### config.mk
export PLATFORM = sky130hd
export DESIGN_NAME = in_video_mux_ctrl
export DESIGN_NICKNAME = d
export VERILOG_FILES = /design/src/rtl/in_video_mux_ctrl.sv
export SDC_FILE = /design/constraint.sdc
export NUM_CORES = 1
export LEC_CHECK = 0
export ABC_AREA = 0
export CELL_PAD_IN_SITES_DETAIL_PLACEMENT = 0
export CELL_PAD_IN_SITES_GLOBAL_PLACEMENT = 2
export CORE_ASPECT_RATIO = 1.25
export CORE_MARGIN = 3
export CORE_UTILIZATION = 41
export CTS_CLUSTER_SIZE = 12
export DETAILED_ROUTE_END_ITERATION = 8
export DONT_BUFFER_PORTS = 1
export PLACE_DENSITY_LB_ADDON = 0.1
export SLEW_MARGIN = 0
export SYNTH_ARGS = -nofsm -noshare
export SYNTH_HDL_FRONTEND = slang
export SYNTH_SLANG_ARGS = --single-unit
### constraint.sdc
create_clock -name clk -period 2.6 [get_ports clk]
set_input_delay 0.52 -clock clk [delete_from_list [all_inputs] [get_ports clk]]
set_output_delay 0.52 -clock clk [all_outputs]
set_load 0.03 [all_outputs]
### src/rtl/in_video_mux_ctrl.sv
// Frame-synchronous select controller for the 30-bit input-video mux.
// Debounces the panel-test pad pins, arbitrates manual requests against an
// automatic pattern cycler, and applies every select change on a vsync pulse
// so the panel never shows a torn frame.
//
// Ports:
//   clk, rst_n        pixel clock, asynchronous active-low reset
//   vsync_p           one-clock frame-start pulse (clk domain)
//   pad_white_in      async pad pin, white/red request (active high)
//   pad_black_in      async pad pin, black request (active high)
//   red_sel           register bit: white request shows red (mux backup)
//   test_req          register bit: show the test pattern
//   auto_run          register bit: enable the auto cycle
//   test_on, pad_white, pad_black, backup   registered mux selects
//   state             current state code (status readback)
//   step_cnt          frames elapsed in the current auto step
module in_video_mux_ctrl #(
    parameter int unsigned DEB_CYC     = 16,
    parameter int unsigned STEP_FRAMES = 60
) (
    input  logic       clk,
    input  logic       rst_n,
    input  logic       vsync_p,
    input  logic       pad_white_in,
    input  logic       pad_black_in,
    input  logic       red_sel,
    input  logic       test_req,
    input  logic       auto_run,
    output logic       test_on,
    output logic       pad_white,
    output logic       pad_black,
    output logic       backup,
    output logic [2:0] state,
    output logic [7:0] step_cnt
);

    localparam int unsigned CW = 16;  // debounce counter width
    localparam int unsigned SW = 8;   // step counter width
    localparam int unsigned NP = 2;   // pads: [0] white, [1] black

    typedef enum logic [2:0] {
        S_NORM  = 3'd0,
        S_TEST  = 3'd1,
        S_WHITE = 3'd2,
        S_RED   = 3'd3,
        S_BLACK = 3'd4
    } state_t;

    // Next step of the auto sequence TEST -> WHITE -> RED -> BLACK -> TEST.
    function automatic state_t auto_next(input state_t s);
        case (s)
            S_TEST:  auto_next = S_WHITE;
            S_WHITE: auto_next = S_RED;
            S_RED:   auto_next = S_BLACK;
            default: auto_next = S_TEST;
        endcase
    endfunction

    // ------------------------------------------------------------------
    // Pad synchronisers and debouncers
    // ------------------------------------------------------------------
    logic [NP-1:0]         pad_in;
    logic [NP-1:0]         sync1_q;
    logic [NP-1:0]         sync2_q;
    logic [NP-1:0]         deb_q;
    logic [NP-1:0]         deb_d;
    logic [NP-1:0][CW-1:0] deb_cnt_q;
    logic [NP-1:0][CW-1:0] deb_cnt_d;

    assign pad_in = {pad_black_in, pad_white_in};

    // Two-flop synchroniser per pad.
    always_ff @(posedge clk or negedge rst_n) begin
        if (!rst_n) begin
            sync1_q <= '0;
            sync2_q <= '0;
        end else begin
            sync1_q <= pad_in;
            sync2_q <= sync1_q;
        end
    end

    // Debounce: level must differ for DEB_CYC consecutive clocks to flip.
    always_comb begin
        deb_d     = deb_q;
        deb_cnt_d = deb_cnt_q;
        for (int i = 0; i < int'(NP); i++) begin
            if (sync2_q[i] == deb_q[i]) begin
                deb_cnt_d[i] = '0;
            end else if (deb_cnt_q[i] == CW'(DEB_CYC - 1)) begin
                deb_d[i]     = sync2_q[i];
                deb_cnt_d[i] = '0;
            end else begin
                deb_cnt_d[i] = deb_cnt_q[i] + CW'(1);
            end
        end
    end

    always_ff @(posedge clk or negedge rst_n) begin
        if (!rst_n) begin
            deb_q     <= '0;
            deb_cnt_q <= '0;
        end else begin
            deb_q     <= deb_d;
            deb_cnt_q <= deb_cnt_d;
        end
    end

    // ------------------------------------------------------------------
    // Target selection. Uses deb_d so a debounce completing on the vsync
    // clock is already honoured on that frame boundary.
    // ------------------------------------------------------------------
    state_t tgt_state;
    logic   tgt_auto;

    always_comb begin
        tgt_state = S_NORM;
        tgt_auto  = 1'b0;
        if (deb_d[1]) begin
            tgt_state = S_BLACK;
        end else if (deb_d[0]) begin
            tgt_state = red_sel ? S_RED : S_WHITE;
        end else if (test_req) begin
            tgt_state = S_TEST;
        end else if (auto_run) begin
            tgt_auto = 1'b1;
        end
    end

    // ------------------------------------------------------------------
    // State machine
    // ------------------------------------------------------------------
    state_t        state_q;
    state_t        state_d;
    logic [SW-1:0] step_q;
    logic [SW-1:0] step_d;
    logic          auto_q;   // last applied target came from the auto cycler
    logic          auto_d;

    always_ff @(posedge clk or negedge rst_n) begin
        if (!rst_n) begin
            state_q <= S_NORM;
            step_q  <= '0;
            auto_q  <= 1'b0;
        end else begin
            state_q <= state_d;
            step_q  <= step_d;
            auto_q  <= auto_d;
        end
    end

    always_comb begin
        state_d = state_q;
        step_d  = step_q;
        auto_d  = auto_q;
        case (state_q)
            S_NORM, S_TEST, S_WHITE, S_RED, S_BLACK: begin
                if (vsync_p) begin
                    if (!tgt_auto) begin
                        state_d = tgt_state;
                        step_d  = '0;
                        auto_d  = 1'b0;
                    end else if (!auto_q) begin
                        // Fresh entry into auto always restarts at TEST.
                        state_d = S_TEST;
                        step_d  = '0;
                        auto_d  = 1'b1;
                    end else if (step_q == SW'(STEP_FRAMES - 1)) begin
                        state_d = auto_next(state_q);
                        step_d  = '0;
                    end else begin
                        step_d  = step_q + SW'(1);
                    end
                end
            end
            default: begin
                // Illegal code: recover without waiting for a frame boundary.
                state_d = S_NORM;
                step_d  = '0;
                auto_d  = 1'b0;
            end
        endcase
    end

    // Registered select decode, taken from the next state so the mux sees
    // the change on the same edge the state register updates.
    always_ff @(posedge clk or negedge rst_n) begin
        if (!rst_n) begin
            test_on   <= 1'b0;
            pad_white <= 1'b0;
            pad_black <= 1'b0;
            backup    <= 1'b0;
        end else begin
            test_on   <= (state_d == S_TEST);
            pad_white <= (state_d == S_WHITE) || (state_d == S_RED);
            pad_black <= (state_d == S_BLACK);
            backup    <= (state_d == S_RED);
        end
    end

    assign state    = state_q;
    assign step_cnt = step_q;

endmodule

==> out/metrics.cfg <==
[floorplanning]
die_w_um=79.1
die_h_um=97.3
initial_utilization=0.432
ios=23
rows=32
dieArea_mm2=0.00769
core_area_mm2=0.00633

[drt]
num_vias=1959
drt_iter0_drc=108
post_drt_wl_per_cell_um=15.4
firstDrtPassIters=4
vias_per_cell=5.35
route.detailed.drc=0
drtAntennaViolNets=0
wl_um=5650

[worst_setup_path]
required_ps=2790
critPathMaxStageDelay_ps=460
rr_worst_depth=6
slowest_stage=nor4_1
regToRegStartpoint=deb_cnt_q[21]$_DFF_PN0_
path_buf_inv=1
worstPathCellList=nor4_1 -> nand4_1 -> o211ai_1 -> buf_4 -> nor4_1 -> a221o_1
criticalPathCategory=reg -> reg
path_depth=6
start_kind=flop
crit_path_max_fanout=9
r2r_setup_slack_ps=340
end_kind=flop
crit_top_cell=nor4_1
cp_top_family=simple AND/OR/NAND/NOR gates
reg2reg_to=step_cnt[6]$_DFFE_PN0P_
worst_ep_arrival_time_ps=2450

[finish]
mostFrequentLayoutCells=dfrtp_1 (54), nor2_1 (38), nand2_1 (21)
stdcell_count=366
fillCellCount=647
nets=291
layout-drive-gt1-share=0.103
final_common_cell=dfrtp_1
final_area_mm2=0.00299
diodes=0
area_delta_synth_final_pct=9.24

[logic_synthesis]
synth_area_per_cell_um2=10.1
synth_area_leader_cell=dfrtp_1
syn_nets=281
yosysTopAreaCellShare=0.494
ys_top_cells_by_area=dfrtp_1 (49%), nor2_1 (5.2%), xor2_1 (4.8%), xnor2_1 (4.5%), nand2_1 (2.9%)
synth_top_flop_cell=dfrtp_1
ys_seq_elements=54
synthCells=270
synth_edf_count=0
ys_seq_area_frac=0.494
yosysUniqueCellTypes=48
ys_warn_count=0
syn_area_mm2=0.00274
synthArstFlopShare=1.00

[clock_network]
cts_max_path_buffers=2
cts_tree=built
htreeDepth=2
clk_pin_slew_ps=100
cts.sinks=54
root_buffer=clkbuf_8
clkLatencyLatePin_ps=310
cts_buffers=5

[timing]
setup_slack_ps=343
drv_slew=0
tightestPinTransition_ps=535
rsz0062_at_grt=no
post-route-min-period_ps=2260
fmaxAchievable_mhz=443
setup_tns_ps=0
setup_violations=0
skew_ps=9.47
max-slew-margin-rel=0.642
finalHoldViolCount=0
period_share=0.868

[worst_hold_path]
holdCritPathClass=in -> async

[outcome]
status=complete, no violations

[power]
leakage_nw=1.30
vdd_drop_max_uv=236
power_density_mw_per_mm2=502

[place]
numPortBuffers=0
place_ws_ps=391
gp_congestion=0.826
post_dp_cell_area_mm2=0.00287
dp.cells=357
hpwlAfterDp_um=3950

[global_route]
antenna_found_initial=0
grt_remaining_overflow=0
grt_max_degree=55
grt_pass1_vias=1874
grt.total_usage=0.154
grt_pass1_wl_um=9460

[run]
timing.max_cap.violations=0

==> cells by family after synthesis <==
family | share of synthesized area
adder cells (fa/ha/maj) | 0.0137
XOR/XNOR | 0.0929
multiplexers | 0.00412
buffers and inverters | 0.0229
AND/OR/NAND/NOR | 0.268
AO/OA/AOI/OAI | 0.104
flip-flops | 0.494
==> report_power, final <==
group,switching (W),total [W],internal [W]
clock network,0.000269,0.000484,0.000216
logic,0.0000794,0.000124,0.0000451
registers,0.0000303,0.000891,0.000861
==> through the flow <==
step                total power [W]  hold WS (ps)   util
floorplan                  0.000984           224      -
global placement            0.00101           226  0.454
detailed placement          0.00101           226  0.454
CTS                         0.00153          72.3  0.472
global route                0.00158          69.9  0.472
finish                      0.00150          57.1  0.472
==> synthesized netlist by cell type, types with 3 or more instances <==
master and instances:
and4_1 3, a21o_1 3, xnor2_1 14, nor2b_1 4, ha_1 3, o21ai_0 3, nand3_1 15, nor3_1 7
and3_1 10, o22a_1 3, nor4_4 3, and2_1 4, nor4_1 9, nand4_1 9, inv_1 10, a2111oi_2 3
or3_1 3, nand2_1 21, xor2_1 15, nor2_1 38, dfrtp_1 54
==> sequential cells by signal (all words and copies together), names as in the netlist <==
| name | count |
|---|---|
| step_cnt | 8 |
| pad_black | 1 |
| deb_q | 2 |
| test_on | 1 |
| pad_white | 1 |
| state | 3 |
| deb_cnt_q | 32 |
| backup | 1 |
| auto_q | 1 |
| sync1_q | 2 |
| sync2_q | 2 |
==> worst reg2reg max path, delay by kind of cell (launching register included) <==
kind | cells | cell delay [ps]
buffers and inverters | 1 | 250
flip-flops | 1 | 440
AO/OA/AOI/OAI | 2 | 670
AND/OR/NAND/NOR | 3 | 780
==> per-layer routing <==
layer	vias to the layer above	share of wire	GRT usage
li1	985	-	-
met1	931	0.49	0.216
met2	37	0.46	0.230
met3	6	0.039	0.0390
met4	0	0.014	0.0503
met5	-	0	0
==> layout make-up <==
type | count | area (µm²) | share of cell area
sequential | 54 | 1350 | 0.452
inverter | 10 | 37.5 | 0.0126
timing repair buffer | 8 | 80.1 | 0.0268
clock buffer | 7 | 86.3 | 0.0289
tap | 85 | 106 | 0.0356
clock inverter | 1 | 5.00 | 0.00168
multi-input combinational | 201 | 1320 | 0.442
==> repair_timing <==
| action | in CTS | in global routing |
|---|---|---|
| endpoints found under the hold margin | 54 | 0 |
| gates resized for setup | 0 | 0 |
| setup buffers | 0 | 0 |
| hold buffers | 1 | 0 |
==> worst max-delay path by stage <==
stage	slack [ps]	from	endpoint
5_1_grt	220	deb_cnt_q[20]$_DFF_PN0_	step_cnt[6]$_DFFE_PN0P_
3_3_place_gp	370	deb_cnt_q[21]$_DFF_PN0_	step_cnt[6]$_DFFE_PN0P_
4_1_cts	370	deb_cnt_q[0]$_DFF_PN0_	step_cnt[6]$_DFFE_PN0P_
3_5_place_dp	390	deb_cnt_q[0]$_DFF_PN0_	step_cnt[6]$_DFFE_PN0P_
2_1_floorplan	650	step_cnt[0]$_DFFE_PN0P_	backup$_DFF_PN0_
6_report	340	deb_cnt_q[21]$_DFF_PN0_	step_cnt[6]$_DFFE_PN0P_
Note: power is estimated with default switching activity, not from simulation.
